==> config.mk <==
export PLATFORM = sky130hd
export DESIGN_NAME = p1_p2_rr_arbiter
export DESIGN_NICKNAME = d
export VERILOG_FILES = /design/src/rtl/p1_p2_rr_arbiter.sv
export SDC_FILE = /design/constraint.sdc
export NUM_CORES = 1
export LEC_CHECK = 0
export BUFFER_PORTS_ARGS = -buffer_cell sky130_fd_sc_hd__buf_2
export CELL_PAD_IN_SITES_DETAIL_PLACEMENT = 0
export CELL_PAD_IN_SITES_GLOBAL_PLACEMENT = 1
export CORE_MARGIN = 2
export CORE_UTILIZATION = 38
export DETAILED_ROUTE_END_ITERATION = 12
export PLACE_DENSITY = 0.75
export SKIP_LAST_GASP = 1
export SLEW_MARGIN = 25
export SYNTH_ARGS = -nofsm -noshare
export SYNTH_HDL_FRONTEND = slang
export SYNTH_SLANG_ARGS = --single-unit
==> constraint.sdc <==
create_clock -name clk -period 1.7 [get_ports clk]
set_input_delay 0.17 -clock clk [delete_from_list [all_inputs] [get_ports clk]]
set_output_delay 0.17 -clock clk [all_outputs]
set_load 0.01 [all_outputs]
==> src/rtl/p1_p2_rr_arbiter.sv <==
// p1_p2_rr_arbiter: two-requester round-robin arbiter.
// - Mutually exclusive, registered grants g1/g2.
// - A fixed idle gap (GAP_CYC cycles) follows every release.
// - z pulses for one cycle at the start of every new grant.
// Optional feature macro: ARB_TIMEOUT_EN
// - When defined, a grant is forcibly ended after MAX_HOLD cycles, but only if the other requester is waiting.
//
// Handshake: P1/P2 are level requests, held high while ownership is wanted.
// - A request sampled at edge N shows its grant after edge N.
// - Dropping the request releases the grant at the next edge.
// Debug outputs o_state and o_hold_at_limit expose the FSM for checkers.
module p1_p2_rr_arbiter #(
  parameter int GAP_CYC  = 2,
  parameter int MAX_HOLD = 8
) (
  input  logic       clk,
  input  logic       reset,
  input  logic       P1,
  input  logic       P2,
  output logic       g1,
  output logic       g2,
  output logic       busy,
  output logic       z,
  output logic [1:0] o_state,
  output logic       o_hold_at_limit
);

  typedef enum logic [1:0] {
    S_IDLE = 2'd0,
    S_GNT1 = 2'd1,
    S_GNT2 = 2'd2,
    S_GAP  = 2'd3
  } state_t;

  localparam logic [3:0] GAP_LAST  = 4'(GAP_CYC - 1);
  localparam logic [7:0] HOLD_LAST = 8'(MAX_HOLD - 1);

  state_t     r_state;
  state_t     w_state_nxt;
  logic       r_last;        // 0: P1 owned last, 1: P2 owned last
  logic       w_last_nxt;
  logic [3:0] r_gap_cnt;
  logic [3:0] w_gap_nxt;
  logic [7:0] r_hold_cnt;
  logic [7:0] w_hold_nxt;
  logic       r_z;
  logic       w_z_nxt;
  logic       w_hold_at_max;
  logic       w_timeout;
  logic [7:0] w_hold_inc;

  assign w_hold_at_max = (r_hold_cnt == HOLD_LAST);
  assign w_hold_inc    = (r_hold_cnt == 8'hFF) ? 8'hFF : r_hold_cnt + 8'd1;

`ifdef ARB_TIMEOUT_EN
  assign w_timeout = w_hold_at_max;
`else
  assign w_timeout = 1'b0;
`endif

  // State, owner history, counters and the grant-start pulse register
  always_ff @(posedge clk) begin
    if (!reset) begin
      r_state    <= S_IDLE;
      r_last     <= 1'b1;
      r_gap_cnt  <= 4'd0;
      r_hold_cnt <= 8'd0;
      r_z        <= 1'b0;
    end else begin
      r_state    <= w_state_nxt;
      r_last     <= w_last_nxt;
      r_gap_cnt  <= w_gap_nxt;
      r_hold_cnt <= w_hold_nxt;
      r_z        <= w_z_nxt;
    end
  end

  // Next-state: arbitrate in IDLE, hold/release in GNTx, count down the gap
  always_comb begin
    w_state_nxt = r_state;
    w_last_nxt  = r_last;
    w_gap_nxt   = r_gap_cnt;
    w_hold_nxt  = r_hold_cnt;
    w_z_nxt     = 1'b0;
    unique case (r_state)
      S_IDLE: begin
        if (P1 && P2) begin
          // Tie goes to whoever did not own last
          w_state_nxt = r_last ? S_GNT1 : S_GNT2;
          w_last_nxt  = ~r_last;
        end else if (P1) begin
          w_state_nxt = S_GNT1;
          w_last_nxt  = 1'b0;
        end else if (P2) begin
          w_state_nxt = S_GNT2;
          w_last_nxt  = 1'b1;
        end
        if (P1 || P2) begin
          w_hold_nxt = 8'd0;
          w_z_nxt    = 1'b1;
        end
      end
      S_GNT1: begin
        if (!P1 || (w_timeout && P2)) begin
          w_state_nxt = S_GAP;
          w_gap_nxt   = 4'd0;
        end else begin
          w_hold_nxt = w_hold_inc;
        end
      end
      S_GNT2: begin
        if (!P2 || (w_timeout && P1)) begin
          w_state_nxt = S_GAP;
          w_gap_nxt   = 4'd0;
        end else begin
          w_hold_nxt = w_hold_inc;
        end
      end
      S_GAP: begin
        if (r_gap_cnt == GAP_LAST) begin
          w_state_nxt = S_IDLE;
          w_gap_nxt   = 4'd0;
        end else begin
          w_gap_nxt = r_gap_cnt + 4'd1;
        end
      end
      default: w_state_nxt = S_IDLE;
    endcase
  end

  assign g1              = (r_state == S_GNT1);
  assign g2              = (r_state == S_GNT2);
  assign busy            = g1 | g2;
  assign z               = r_z;
  assign o_state         = r_state;
  assign o_hold_at_limit = w_hold_at_max & busy;

endmodule

==> flow_metrics.tcl, run 1 <==
set metrics [dict create \
    vias 930 \
    final_nets 150 \
    dieWidth_um 54.1 \
    drv_slew 0 \
    reg2regPathDepth 6 \
    ys.flop_type "dfxtp_1" \
    htreeDepth 1 \
    n_antenna_cell 0 \
    p_leak_uw 0.000515 \
    overflow 0 \
    clk_pin_slew_ns 0.10 \
    synth_nets 123 \
    track_usage_pct 17.9 \
    postSynthCellCount 111 \
    first_pass_iters 4 \
    cts_tree "done" \
    synth_area_per_cell_um2 8.59 \
    cp_max_fo 4 \
    start_util_pct 39.2 \
    synth-compound-area-share_pct 24.0 \
    cp-startpoint "o_state[1]" \
    hold_ws_ns 0.121 \
    antenna_found_initial 0 \
    skew_ns 0.00125 \
    hold_start "reset" \
    clock.fmax_mhz 606 \
    status "completed" \
    cellPowerDensity_nw_per_um2 1470 \
    clock_path_buffers 2 \
    critical_path.endpoint "r_hold_cnt[0]" \
    reg2reg_slack_ns 0.05 \
    grt_start_max_net_pins 10 \
    path_class "reg -> reg" \
    ir_drop_uv 1150 \
    final_layout_size_suffix_gt1_share_pct 33.6 \
    place_hpwl_um 1640 \
    synth_fa_ha_area_share_pct 10.5 \
    synth-edff-count 0 \
    clkPwrFrac_pct 11.5 \
    ys_types 39 \
    grt_pass1_vias 908 \
    total_switching_power_uw 758 \
    rsz0062_at_grt "true" \
    worst_pin_slew_ns 0.373 \
    netlist_area_um2 953 \
    viasPerCell 5.57 \
    grt_pass1_wl_um 3800 \
    p_seq_share_pct 26.9 \
    io_pins 11 \
    rr_endpoint "r_hold_cnt[0]" \
    gp_congestion 0.756 \
    synth_seq_area_share_pct 33.6 \
    synth_top_family_by_area "simple AND/OR/NAND/NOR gates" \
    pwr-share-comb_pct 61.6 \
    slew_headroom_pct 75.1 \
    dieArea_um2 2930 \
    tns_ns 0 \
    period_share_pct 97.1 \
    yosys.area_share.simple_pct 27.2 \
    crit_arrival_ns 1.83 \
    async_flop_share_pct 0 \
    worstSetupEndpointType "register" \
    synth_seq_cells 16 \
    synthXorXnorAreaFrac_pct 2.76 \
    clkLatencyLatePin_ns 0.28 \
    cts_buffers 3 \
    r2r_start "o_state[1]" \
    final_hold_viol_count 0 \
    io_buffers 10 \
    cp.required_ns 1.88 \
    p_sw_share_pct 40.0 \
    hold_path_class "in -> reg" \
    first_iter_violations 21 \
    fillers 231 \
    ys.warnings.count 0 \
    maxCapViolations 0 \
    die_h_um 54.1 \
    rows 18 \
    core_area_um2 2430 \
    power.internal_uw 1140 \
    yosysMostFrequentCell "dfxtp_1" \
    synthMuxAreaShare_pct 0 \
    remaining_drc_errors 0 \
    setup_viol 0 \
    wl_per_cell_um 14.1 \
    root_buffer "clkbuf_4" \
    ys_top_cells_by_area "dfxtp_1 (34%), ha_1 (10%), o21ai_0 (4.7%), nor2_1 (4.3%), a21oi_1 (3.7%)" \
    synth_commonest_cells "dfxtp_1 (16), nor2_1 (11), nand2_1 (9), o21ai_0 (9), ha_1 (8)" \
    post-route-min-period_ns 1.65 \
    start_kind "register" \
    synthToLayoutAreaGrowth_pct 35.3 \
    synth_top_cell_by_area "dfxtp_1" \
    synth.top_cell.area_share_pct 33.6 \
    wirelength_um 2350 \
    antenna_left 0 \
    cts_num_sinks 16 \
]
-- state kept, by name (all words and copies together), names as in the netlist --
signal / cells
r_hold_cnt: 8
z: 1
r_gap_cnt: 4
o_state: 2
r_last: 1
-- how the worst min path moves through the flow --
stage	endpoint	slack [ns]	cells after the start
2_1_floorplan	r_last	0.25	1
3_3_place_gp	r_last	0.41	2
3_5_place_dp	r_last	0.42	2
4_1_cts	r_last	0.11	2
5_1_grt	r_last	0.15	2
6_report	r_last	0.12	2
-- metrics by stage --
stage	total power (uW)	instance area, um2	utilization, %	worst slack, ns	instances
3_5_place_dp	1410	1130	46.6	0.00678	158
2_1_floorplan	1120	992	-	-0.00934	111
6_report	1900	1290	53.0	0.0498	167
4_1_cts	1720	1190	48.9	0.00935	165
3_3_place_gp	1400	1130	46.6	0.0358	158
5_1_grt	2040	1290	53.0	-0.0225	167
-- cells in the final DEF, fill, tap and decap left out, types with 3 or more instances in the layout --
master    count
nand2_1       9
o31ai_1       3
clkbuf_4      3
buf_2        10
nand3_1       3
a21oi_1       7
dfxtp_1      14
nand2b_1      3
nor2_1        9
ha_1          4
ha_4          4
buf_4        12
o21ai_0       7
-- power by group through the flow --
stage	registers [uW]	clock network (uW)	logic [uW]
after floorplan	513	0	608
after CTS	496	230	998
after global routing	517	246	1270
after detailed placement	501	0	909
final	510	218	1170
after global placement	494	0	905
-- critical path: stages, from the launching register on --
cell and delay, ns:
dfxtp_4 0.38, inv_2 0.08, ha_4 0.18, nor2b_4 0.14, or4_4 0.53, a22oi_2 0.17
nor2_1 0.06
-- cells by family after synthesis --
logic type / count (synthesis)
buf+inv: 5
xor+xnor: 3
fa+ha+maj: 8
simple gates: 45
compound gates: 34
flops: 16
-- final cells by class --
cell class,instances,area (um2),share of cell area (%)
clock buffer,4,26.3,2.04
tap,30,37.5,2.91
inverter,4,20.0,1.55
multi-input combinational,90,727,56.4
timing repair buffer,23,151,11.7
sequential,16,328,25.4
-- per-layer routing --
| layer | vias to the layer above | GRT usage (%) | part of all wire, % |
|---|---|---|---|
| li1 | 470 | - | - |
| met1 | 449 | 22.0 | 47 |
| met2 | 9 | 31.1 | 50 |
| met3 | 2 | 2.78 | 2.5 |
| met4 | 0 | 6.67 | 0.55 |
| met5 | - | 0 | 0 |
-- timing repair --
item,in CTS,in global routing
buffers inserted,3,2
resized for setup,2,19
pin swaps,2,6
setup endpoints to repair,1,10
hold endpoints to repair,0,0
hold buffers,0,0
(Power assumes the default switching activity.)
==> inputs of run 2 (changes only) <==
Settings changed: SETUP_SLACK_MARGIN from default to 0.5.
==> run 2 against run 1 <==
Utilization increased by 7.6 points. Flip-flop and latch count stayed put. Clock skew up 0.0028 ns. Final cell count grew 5.4%. Sequential power rose by 3%. Largest cell class unchanged.
==> flow_metrics.tcl, run 2 (same netlist as run 1, synthesis figures left out) <==
set metrics [dict create \
    antenna_found_initial 0 \
    regMostFlops "r_hold_cnt" \
    p_leak_uw 0.000574 \
    viasPerCell 5.60 \
    start_kind "register" \
    track_usage_pct 19.2 \
    rsz0062_at_grt "true" \
    final_hold_viol_count 0 \
    final_layout_size_suffix_gt1_share_pct 49.3 \
    first_iter_violations 27 \
    remaining_drc_errors 0 \
    cp_cell_sequence "inv_6 -> ha_4 -> nor3b_4 -> or4_4 -> a22oi_2 -> nor2_1" \
    cts_buffers 3 \
    path_class "reg -> reg" \
    antenna_left 0 \
    overflow 0 \
    cts_tree "done" \
    post-route-min-period_ns 1.68 \
    place_hpwl_um 1620 \
    cp_max_fo 4 \
    worst_pin_slew_ns 0.307 \
    cts_hold_buffers 0 \
    skew_ns 0.00400 \
    use_met3_pct 3.89 \
    htreeDepth 1 \
    layout_common_cells "buf_4 (18), dfxtp_1 (11), nand2_1 (8)" \
    grt_pass1_vias 917 \
    dieWidth_um 54.1 \
    maxCapViolations 0 \
    hold_ws_ns 0.115 \
    drv_slew 0 \
    rows 18 \
    largest_reg_flops 8 \
    crit_arrival_ns 1.88 \
    wirelength_um 2570 \
    clock.fmax_mhz 594 \
    tns_ns 0 \
    clock_path_buffers 2 \
    cp_slowest_cell "or4_4" \
    ir_drop_uv 1270 \
    reg2regPathDepth 6 \
    dieArea_um2 2930 \
    die_h_um 54.1 \
    fillers 208 \
    n_antenna_cell 0 \
    cp.required_ns 1.89 \
    status "completed" \
    worstSetupEndpointType "register" \
    busiest_layer "met2" \
    clk_pin_slew_ns 0.10 \
    grt_use_met2_pct 30.9 \
    fin_cells 176 \
    cts_num_sinks 16 \
    clkLatencyLatePin_ns 0.29 \
    layout_commonest_cell "buf_4" \
    cellPowerDensity_nw_per_um2 1500 \
    setup_viol 0 \
    max_stage_delay_ns 0.58 \
    wl_per_cell_um 14.6 \
    dp_cells 154 \
    hold_path_class "in -> reg" \
    synthToLayoutAreaGrowth_pct 54.6 \
    period_share_pct 99.0 \
    gp_congestion 0.769 \
    final_nets 159 \
    root_buffer "clkbuf_4" \
    grt_pass1_wl_um 4000 \
    first_pass_iters 4 \
    min_delay_path_depth 2 \
    core_area_um2 2430 \
    slew_headroom_pct 79.6 \
    grt_start_max_net_pins 10 \
    use_met1_pct 24.3 \
    io_pins 11 \
    io_buffers 10 \
    start_util_pct 39.2 \
    vias 986 \
]
==> run 2: through the flow <==
stage	power, uW	util, %	area, um2	worst slack (ns)
after global placement	1490	48.8	1190	0.0569
after CTS	1990	55.8	1360	0.0427
after floorplan	1280	-	1080	0.0448
after detailed placement	1500	48.8	1190	0.0300
final	2210	60.6	1470	0.0167
after global routing	2350	60.6	1470	-0.0601
==> run 2: area by class of cell <==
cell class	instances	area (um2)	area share [%]
sequential	16	334	22.7
multi-input combinational	90	802	54.4
timing repair buffer	32	249	16.9
tap	30	37.5	2.55
clock buffer	4	26.3	1.78
inverter	4	25.0	1.70
==> run 2: metal layers <==
| metal | up-vias | routed length, um |
|---|---|---|
| met3 | 4 | 109 |
| met5 | - | 0 |
| li1 | 490 | - |
| met1 | 471 | 1110 |
| met4 | 0 | 43 |
| met2 | 21 | 1310 |
==> run 2: path summary, 6_finish.rpt <==
kind	start	to	slack (ns)
hold / removal	reset	r_last	0.11
setup / recovery	o_state[0]	r_hold_cnt[0]	0.02
setup reg to reg	o_state[0]	r_hold_cnt[0]	0.02
hold reg to reg	r_hold_cnt[5]	r_hold_cnt[5]	0.52
==> run 2: power by group <==
group | internal [uW] | switching (uW) | total, uW
combinational | 801 | 665 | 1470
sequential | 448 | 76.3 | 524
clock | 91.4 | 126 | 218
total | 1340 | 867 | 2210
==> run 2: timing repair <==
| action | 4_1_cts | 5_1_grt |
|---|---|---|
| hold endpoints to repair | 0 | 0 |
| pin swaps | 13 | 17 |
| cloned | 0 | 0 |
| endpoints found under the setup margin | 18 | 19 |
| buffers inserted | 11 | 7 |
| resized for setup | 17 | 18 |
==> run 2: critical path: cells and delay by family (launching register included) <==
family	cells	cell delay [ns]
flops	1	0.41
compound gates	1	0.17
fa+ha+maj	1	0.15
buf+inv	1	0.06
simple gates	3	0.79
